[src/rtl/mmio_req_queue.sv]
// rtl/mmio_req_queue.sv - CCI-P c0 MMIO request queue feeding the AFU register file
//
// Captures MMIO read/write requests from CCI-P RX channel 0 into a FIFO and
// presents the head entry to the register file through a valid/ready handshake.
// MMIO cannot be back-pressured, so requests arriving at a full queue are
// dropped and recorded in a sticky overflow flag and a saturating drop counter.
//
// Ports:
//   clk, rst                 clock, asynchronous active-low reset
//   rx_mmio_wr_valid/rd_valid  request strobes (both high is illegal; write wins)
//   rx_mmio_addr/tid/data    request header fields and write data
//   req_valid/req_ready      head-entry handshake towards the register file
//   req_is_wr/addr/tid/data  head entry (data is 0 for reads, all 0 when empty)
//   q_count                  current occupancy, 0..DEPTH
//   overflow, drop_cnt       sticky drop flag and saturating drop counter
//   status_clr               clears overflow and drop_cnt
module mmio_req_queue #(
    parameter int DEPTH  = 8,
    parameter int ADDR_W = 16,
    parameter int TID_W  = 9,
    parameter int DATA_W = 64
) (
    input  logic                       clk,
    input  logic                       rst,
    input  logic                       rx_mmio_wr_valid,
    input  logic                       rx_mmio_rd_valid,
    input  logic [ADDR_W-1:0]          rx_mmio_addr,
    input  logic [TID_W-1:0]           rx_mmio_tid,
    input  logic [DATA_W-1:0]          rx_mmio_data,
    output logic                       req_valid,
    input  logic                       req_ready,
    output logic                       req_is_wr,
    output logic [ADDR_W-1:0]          req_addr,
    output logic [TID_W-1:0]           req_tid,
    output logic [DATA_W-1:0]          req_data,
    output logic [$clog2(DEPTH):0]     q_count,
    output logic                       overflow,
    output logic [15:0]                drop_cnt,
    input  logic                       status_clr
);

    localparam int PTR_W = $clog2(DEPTH);
    localparam int CNT_W = PTR_W + 1;
    localparam int ENT_W = 1 + ADDR_W + TID_W + DATA_W;

    logic [ENT_W-1:0] mem_q [DEPTH];

    logic [PTR_W-1:0] wr_ptr_q, wr_ptr_d;
    logic [PTR_W-1:0] rd_ptr_q, rd_ptr_d;
    logic [CNT_W-1:0] count_q, count_d;
    logic             overflow_q, overflow_d;
    logic [15:0]      drop_cnt_q, drop_cnt_d;

    logic             push, dual, full, empty, pop, accept;
    logic [1:0]       n_drop;
    logic [ENT_W-1:0] new_entry;
    logic [ENT_W-1:0] head;
    logic [15:0]      drop_base;
    logic [16:0]      drop_sum;

    always_comb begin
        push   = rx_mmio_wr_valid | rx_mmio_rd_valid;
        dual   = rx_mmio_wr_valid & rx_mmio_rd_valid;
        full   = (count_q == CNT_W'(DEPTH));
        empty  = (count_q == '0);
        pop    = ~empty & req_ready;
        // A pop in the same cycle frees the slot, so a full queue still accepts.
        accept = push & (~full | pop);

        // Rejected push costs one drop; the illegal read of a dual strobe costs
        // another, so a dual strobe into a blocked queue counts two.
        n_drop = {1'b0, push & ~accept} + {1'b0, dual};

        // Write wins a dual strobe, so is_wr is just the write strobe.
        new_entry = {rx_mmio_wr_valid, rx_mmio_addr, rx_mmio_tid,
                     rx_mmio_wr_valid ? rx_mmio_data : {DATA_W{1'b0}}};

        wr_ptr_d = accept ? wr_ptr_q + PTR_W'(1) : wr_ptr_q;
        rd_ptr_d = pop    ? rd_ptr_q + PTR_W'(1) : rd_ptr_q;

        count_d = count_q;
        case ({accept, pop})
            2'b10:   count_d = count_q + CNT_W'(1);
            2'b01:   count_d = count_q - CNT_W'(1);
            default: count_d = count_q;
        endcase

        // Clear is applied first, then any drop of the same cycle lands on top.
        drop_base  = status_clr ? 16'h0000 : drop_cnt_q;
        drop_sum   = {1'b0, drop_base} + 17'(n_drop);
        drop_cnt_d = drop_sum[16] ? 16'hFFFF : drop_sum[15:0];
        overflow_d = (overflow_q & ~status_clr) | (n_drop != 2'd0);
    end

    always_ff @(posedge clk or negedge rst) begin
        if (!rst) begin
            wr_ptr_q   <= '0;
            rd_ptr_q   <= '0;
            count_q    <= '0;
            overflow_q <= 1'b0;
            drop_cnt_q <= 16'h0000;
        end else begin
            wr_ptr_q   <= wr_ptr_d;
            rd_ptr_q   <= rd_ptr_d;
            count_q    <= count_d;
            overflow_q <= overflow_d;
            drop_cnt_q <= drop_cnt_d;
        end
    end

    // Storage carries no reset so it can map to RAM; stale contents are never
    // visible because the outputs are gated by occupancy.
    always_ff @(posedge clk) begin
        if (accept) begin
            mem_q[wr_ptr_q] <= new_entry;
        end
    end

    always_comb begin
        head      = empty ? {ENT_W{1'b0}} : mem_q[rd_ptr_q];
        req_valid = ~empty;
        req_is_wr = head[ENT_W-1];
        req_addr  = head[TID_W+DATA_W +: ADDR_W];
        req_tid   = head[DATA_W +: TID_W];
        req_data  = head[DATA_W-1:0];
        q_count   = count_q;
        overflow  = overflow_q;
        drop_cnt  = drop_cnt_q;
    end

endmodule

[config.mk]
export PLATFORM = sky130hd
export DESIGN_NAME = mmio_req_queue
export DESIGN_NICKNAME = d
export VERILOG_FILES = /design/src/rtl/mmio_req_queue.sv
export SDC_FILE = /design/constraint.sdc
export NUM_CORES = 1
export LEC_CHECK = 0
export ABC_AREA = 1
export CORE_AREA = 4 4 324 326
export CTS_CLUSTER_DIAMETER = 40
export DETAILED_ROUTE_END_ITERATION = 16
export DIE_AREA = 0 0 328 330
export GPL_ROUTABILITY_DRIVEN = 0
export PLACE_DENSITY = 0.46
export REMOVE_ABC_BUFFERS = 1
export SLEW_MARGIN = 20
export SYNTH_ARGS = -nofsm -noshare
export SYNTH_HDL_FRONTEND = slang
export SYNTH_SLANG_ARGS = --single-unit
[constraint.sdc]
create_clock -name clk -period 6.5 [get_ports clk]
set_input_delay 0.975 -clock clk [delete_from_list [all_inputs] [get_ports clk]]
set_output_delay 0.975 -clock clk [all_outputs]
set_load 0.01 [all_outputs]
==> impl_metrics.yaml, run 1 <==
final_layout:
  final_common_cell: "edfxtp_1"
  fin_nets: 2825
  fillers: 9765
  drive_gt1_share_pct: 9.50
  syn2layout_area_growth_pct: 24.9
  final_cell_mix: "720 x edfxtp_1, 655 x nor2_1, 314 x o21ai_0"
critical_path:
  cp_common_cell: "nor2_1"
  crit_required_ps: 5520
  worstSetupStartpointType: "register"
  critPathKind: "reg -> out"
  arrival_ps: 3920
  crit_chain: "buf_4 -> o21ai_0 -> o22ai_1 -> nor2_1 -> nor2_1 -> clkdlybuf4s50_1"
  cp_max_fo: 81
  slowest_stage: "dfrtp_4"
  crit_path_max_incr_delay_ps: 900
  worst_setup_path_end_kind: "output port"
sta:
  max_slew_margin_pct: 27.8
  finalCritPeriodShare_pct: 75.3
  grt_setup_unrepaired: "false"
  setup_viol: 0
  skew_ps: 36.8
  holdWs_ps: 344
  fmax_ghz: 0.204
  worstMarginPinSlew_ps: 1080
  drv_slew: 0
  hold_viol_final: 0
  period_minus_slack_ps: 4890
global_route:
  grt_use_met3_pct: 3.63
  gr-total-overflow: 0
  gr-max-usage-layer: "met2"
  grt_use_total_pct: 15.6
  first_global_vias: 20300
  use_met1_pct: 20.4
  grt_pass1_wl_mm: 128
  antenna_found_initial: 5
  met2_usage_pct: 26.0
  grt_max_degree: 230
clock_tree:
  clkSlewWorstSetupHoldPaths_ps: 50
  htree_levels: 4
  clockRootBuffer: "clkbuf_16"
  numCtsBuffers: 130
  cts_tree: "yes"
  clkLatencyLatePin_ps: 710
  cts_hold_buffers: 0
  cts.sinks: 747
  cts_setup_buffers: 0
  clk_path_buf_depth: 3
  post_cts_resized: 0
logic_synthesis:
  yosys_warnings: 0
  yosysSeqAreaShare_pct: 73.2
  synth_cell_type_count: 33
  ys_ff_latch: 747
  synth_area_mm2: 0.0305
  synth_area_per_cell_um2: 12.2
  synthCells: 2499
placement:
  numPortBuffers: 206
  post-dp-hpwl_mm: 44.3
power:
  total_power_mw: 20.0
  p_leak_nw: 13.5
  ir_drop_mv: 0.376
  power_density_mw_per_mm2: 525
route:
  vias_per_cell: 4.73
  vias: 19800
  ant_nets: 0
  firstDrtPassIters: 5
  drt_wl_total_mm: 85.2
  wire_per_inst_um: 20.3
  drc: 0
  drt_iter0_drc: 1276
floorplanning:
  die_area_mm2: 0.108
  num_rows: 117
  fp.dieW_um: 328
  coreArea_mm2: 0.102
  initial_core_util_pct: 29.9
  die_h_um: 330
  ios: 207
flow_run:
  max_cap_violations: 0
worst_hold_path:
  hold_path.class: "in -> async"
run_status:
  status: "finished clean"
## sequential cells by signal, summed over array words and instances, names as in the netlist
register  cells
mem_q       720
wr_ptr_q      3
overflow      1
rd_ptr_q      3
drop_cnt     16
q_count       4
## metal layers
| layer | wire (um) | vias to the layer above |
|---|---|---|
| met2 | 41000 | 455 |
| met3 | 4310 | 142 |
| met1 | 38100 | 9868 |
| met5 | 22 | - |
| met4 | 1840 | 4 |
| li1 | - | 9331 |
## synth_stat cells
master	number	area share, %
nor3_2	1	0.033
nor3_1	1	0.016
nand3_1	28	0.46
nand3b_1	1	0.025
or2_2	2	0.041
inv_8	1	0.037
buf_2	20	0.33
o21ai_1	56	0.92
ha_1	9	0.37
nand2_2	1	0.021
buf_6	27	1.0
xor2_1	3	0.086
fa_1	2	0.13
inv_1	99	1.2
xnor2_1	4	0.11
nor2_1	663	8.2
o22ai_1	90	1.8
inv_2	1	0.012
a21oi_1	2	0.033
buf_8	4	0.20
dfrtp_1	27	2.2
buf_1	7	0.086
edfxtp_1	720	71
clkinv_1	1	0.012
nor2_2	4	0.082
o21ai_0	314	5.2
nand3_2	1	0.033
nand4_1	5	0.10
nand2_1	214	2.6
o211ai_1	90	2.2
buf_4	12	0.30
clkbuf_2	11	0.18
clkbuf_1	78	0.96
## critical path: cells and delay by family, from the launching register on
family	cells	cell delay, ps
buf+inv	2	1420
simple gates	2	400
compound gates	2	440
flops	1	900
## area by class of cell
class / count / area [um^2] / area share (%)
multi-input cells: 1491 / 6930 / 18.2
well taps: 1368 / 1710 / 4.50
diodes: 2 / 5.00 / 0.0132
clock inverters: 85 / 813 / 2.14
flip-flops and latches: 747 / 22300 / 58.6
inverters: 102 / 398 / 1.05
clock buffers: 148 / 3410 / 8.95
repair buffers: 247 / 2490 / 6.54
## final timing paths
path                             startpoint      endpoint  slack (ps)  cells after the start
worst max register to register   q_count[1]    q_count[3]        3030                     12
worst min-delay path                    rst    q_count[1]         340                      1
min in group clk                   overflow      overflow         480                      2
worst min register to register     overflow      overflow         480                      2
max in group asynchronous               rst   rd_ptr_q[0]        5600                      1
worst max-delay path            rd_ptr_q[1]  req_data[24]        1610                      6
## kinds of logic after synthesis
| group | synth area share, % |
|---|---|
| and+or+nand+nor | 11.6 |
| buffers and inverters | 4.33 |
| DFF | 73.2 |
| AOI/OAI and AO/OA | 10.2 |
| xor gates and xnor gates | 0.201 |
| adders and majority gates | 0.501 |
## per-stage QoR
step	utilization (%)	worst slack [ps]	TNS [ps]	cell area [um^2]	instances
after detailed placement	33.2	2210	0	33800	3954
after floorplan	-	-2590	-233440	29500	2340
after global placement	33.2	2210	0	33800	3953
final	37.4	1610	0	38100	4190
after global routing	37.4	1300	0	38100	4190
after CTS	37.4	1430	0	38000	4187
## power breakdown
group          internal, mW  switching [mW]
Sequential             6.37           0.364
Clock                  4.17            2.32
Combinational          2.40            4.36
Power figures use the tool's default switching activity.
==> run 2: changes to the inputs <==
==> constraint.sdc (replaced) <==
create_clock -name clk -period 5 [get_ports clk]
set_input_delay 0.75 -clock clk [delete_from_list [all_inputs] [get_ports clk]]
set_output_delay 0.75 -clock clk [all_outputs]
set_load 0.01 [all_outputs]
==> run 2 against run 1 <==
Compared with the run above:
- critical path depth grew 1
- register-to-register slack got worse by 1100 ps
- sequential power is 29% higher
- sequential share of layout area shrank 0.85 points
- worst setup slack got worse by 1000 ps
- core utilization grew 0.55 points
- largest power group is now the clock network
- via count rose by 0.47%
- count of clock-buffer cells in the layout shrank 7
- routed wire length about the same
- final cell count hardly changed
==> impl_metrics.yaml, run 2 (synthesized netlist as in run 1, its figures left out) <==
run_status:
  status: "finished clean"
final_layout:
  drive_gt1_share_pct: 10.2
  finish.utilization_pct: 38.0
  final_common_cell: "edfxtp_1"
  syn2layout_area_growth_pct: 26.8
  final_cell_mix: "720 x edfxtp_1, 655 x nor2_1, 314 x o21ai_0"
  fin_nets: 2827
  largest_register_ffs: 720
  regMostFlops: "mem_q"
  num_antenna_cells: 0
  layoutNonFillerInstCount: 4193
sta:
  hold_viol_final: 0
  setup_ws_ps: 598
  skew_ps: 26.4
  max_slew_margin_pct: 29.7
  drv_slew: 0
  worstMarginPinSlew_ps: 1050
  grt_setup_unrepaired: "false"
  fmax_ghz: 0.227
  setup_viol: 0
  period_minus_slack_ps: 4400
  finalCritPeriodShare_pct: 88.0
  tns_ps: 0
placement:
  post-dp-hpwl_mm: 43.9
  dp.cells: 3955
  dp_worst_setup_slack_ps: 1310
  numPortBuffers: 206
floorplanning:
  num_rows: 117
  coreArea_mm2: 0.102
  die_area_mm2: 0.108
  die_h_um: 330
  initial_core_util_pct: 29.9
  fp.dieW_um: 328
  ios: 207
global_route:
  grt_use_total_pct: 15.5
  grt_pass1_wl_mm: 126
  grt_max_degree: 156
  antenna_found_initial: 3
  first_global_vias: 20100
  gr-total-overflow: 0
critical_path:
  crit_chain: "buf_4 -> buf_4 -> o21ai_0 -> o22ai_1 -> nor2_1 -> nor2_1 -> clkdlybuf4s50_1"
  cp_top_family: "buffers and inverters"
  cp_num_cells: 7
  worstSetupStartpointType: "register"
  worst-r2r-setup-slack_ps: 1960
  crit_path_max_incr_delay_ps: 660
  arrival_ps: 3650
  critPathLaunch: "rd_ptr_q[0]"
  slowest_stage: "buf_4"
  worst-r2r-cell-count: 15
  timing.rr.start: "q_count[1]"
  endpoint: "req_data[3]"
  cp_max_fo: 67
  critical_path_buf_inv_count: 3
  crit_required_ps: 4250
  critPathKind: "reg -> out"
  worst_setup_path_end_kind: "output port"
  timing.rr.end: "drop_cnt[15]"
route:
  vias_per_cell: 4.74
  drc: 0
  drt_iter0_drc: 1373
  wire_per_inst_um: 20.3
  firstDrtPassIters: 5
  vias: 19900
  drt_wl_total_mm: 85.2
  ant_nets: 0
clock_tree:
  numCtsBuffers: 132
  clockRootBuffer: "clkbuf_16"
  clk_path_buf_depth: 3
  cts_tree: "yes"
  post_cts_resized: 0
  cts_setup_buffers: 0
  clkSlewWorstSetupHoldPaths_ps: 50
  cts_hold_buffers: 0
  htree_levels: 4
  cts.sinks: 747
  clkLatencyLatePin_ps: 710
power:
  power_density_mw_per_mm2: 699
  ir_drop_mv: 0.442
  p_leak_nw: 13.8
  total_power_mw: 27.0
worst_hold_path:
  hold_path.class: "in -> async"
flow_run:
  max_cap_violations: 0
## run 2: final cells by class
cell class                 instances  area [um^2]
fill                            9675        63100
sequential                       747        22300
clock buffer                     141         3400
multi-input combinational       1491         6930
clock inverter                    97         1340
tap                             1368         1710
timing repair buffer             247         2540
inverter                         102          398
## run 2: report_power, final
| group | internal (mW) | leakage, nW | switching, mW |
|---|---|---|---|
| Combinational | 3.15 | 4.46 | 5.74 |
| Sequential | 8.28 | 7.01 | 0.398 |
| Clock | 6.27 | 2.30 | 3.17 |
## run 2: routing by layer
layer	track usage (%)	share of wire (%)	vias to the layer above
li1	-	-	9350
met1	20.0	44	9987
met2	26.4	49	414
met3	3.22	4.3	140
met4	4.89	2.0	2
met5	0	0.016	-
## run 2: per-stage QoR
step | hold slack [ps] | cell area [um^2]
floorplan | 454 | 29500
global placement | 486 | 33900
detailed placement | 486 | 33900
CTS | 65.0 | 38600
global route | 116 | 38600
finish | 105 | 38600
## run 2: worst min-delay path by stage
stage             endpoint  slack, ps  cells after the start
2_1_floorplan  drop_cnt[0]        450                      0
3_3_place_gp      overflow        490                      2
3_5_place_dp      overflow        490                      2
4_1_cts         q_count[3]         70                      1
5_1_grt         q_count[3]        120                      1
6_report        q_count[3]        110                      1
## run 2: worst register-to-register path, cell delays in order, from the launching register on
cell and delay (ps):
dfrtp_1 440, nor2_1 240, nand3_1 120, nor2_1 150, inv_1 60, ha_1 270, ha_1 150, inv_1 60
fa_1 460, nor2_1 130, nand2_1 90, inv_1 120, nand2_1 90, inv_1 90, nand3_2 290, nand3_1 210
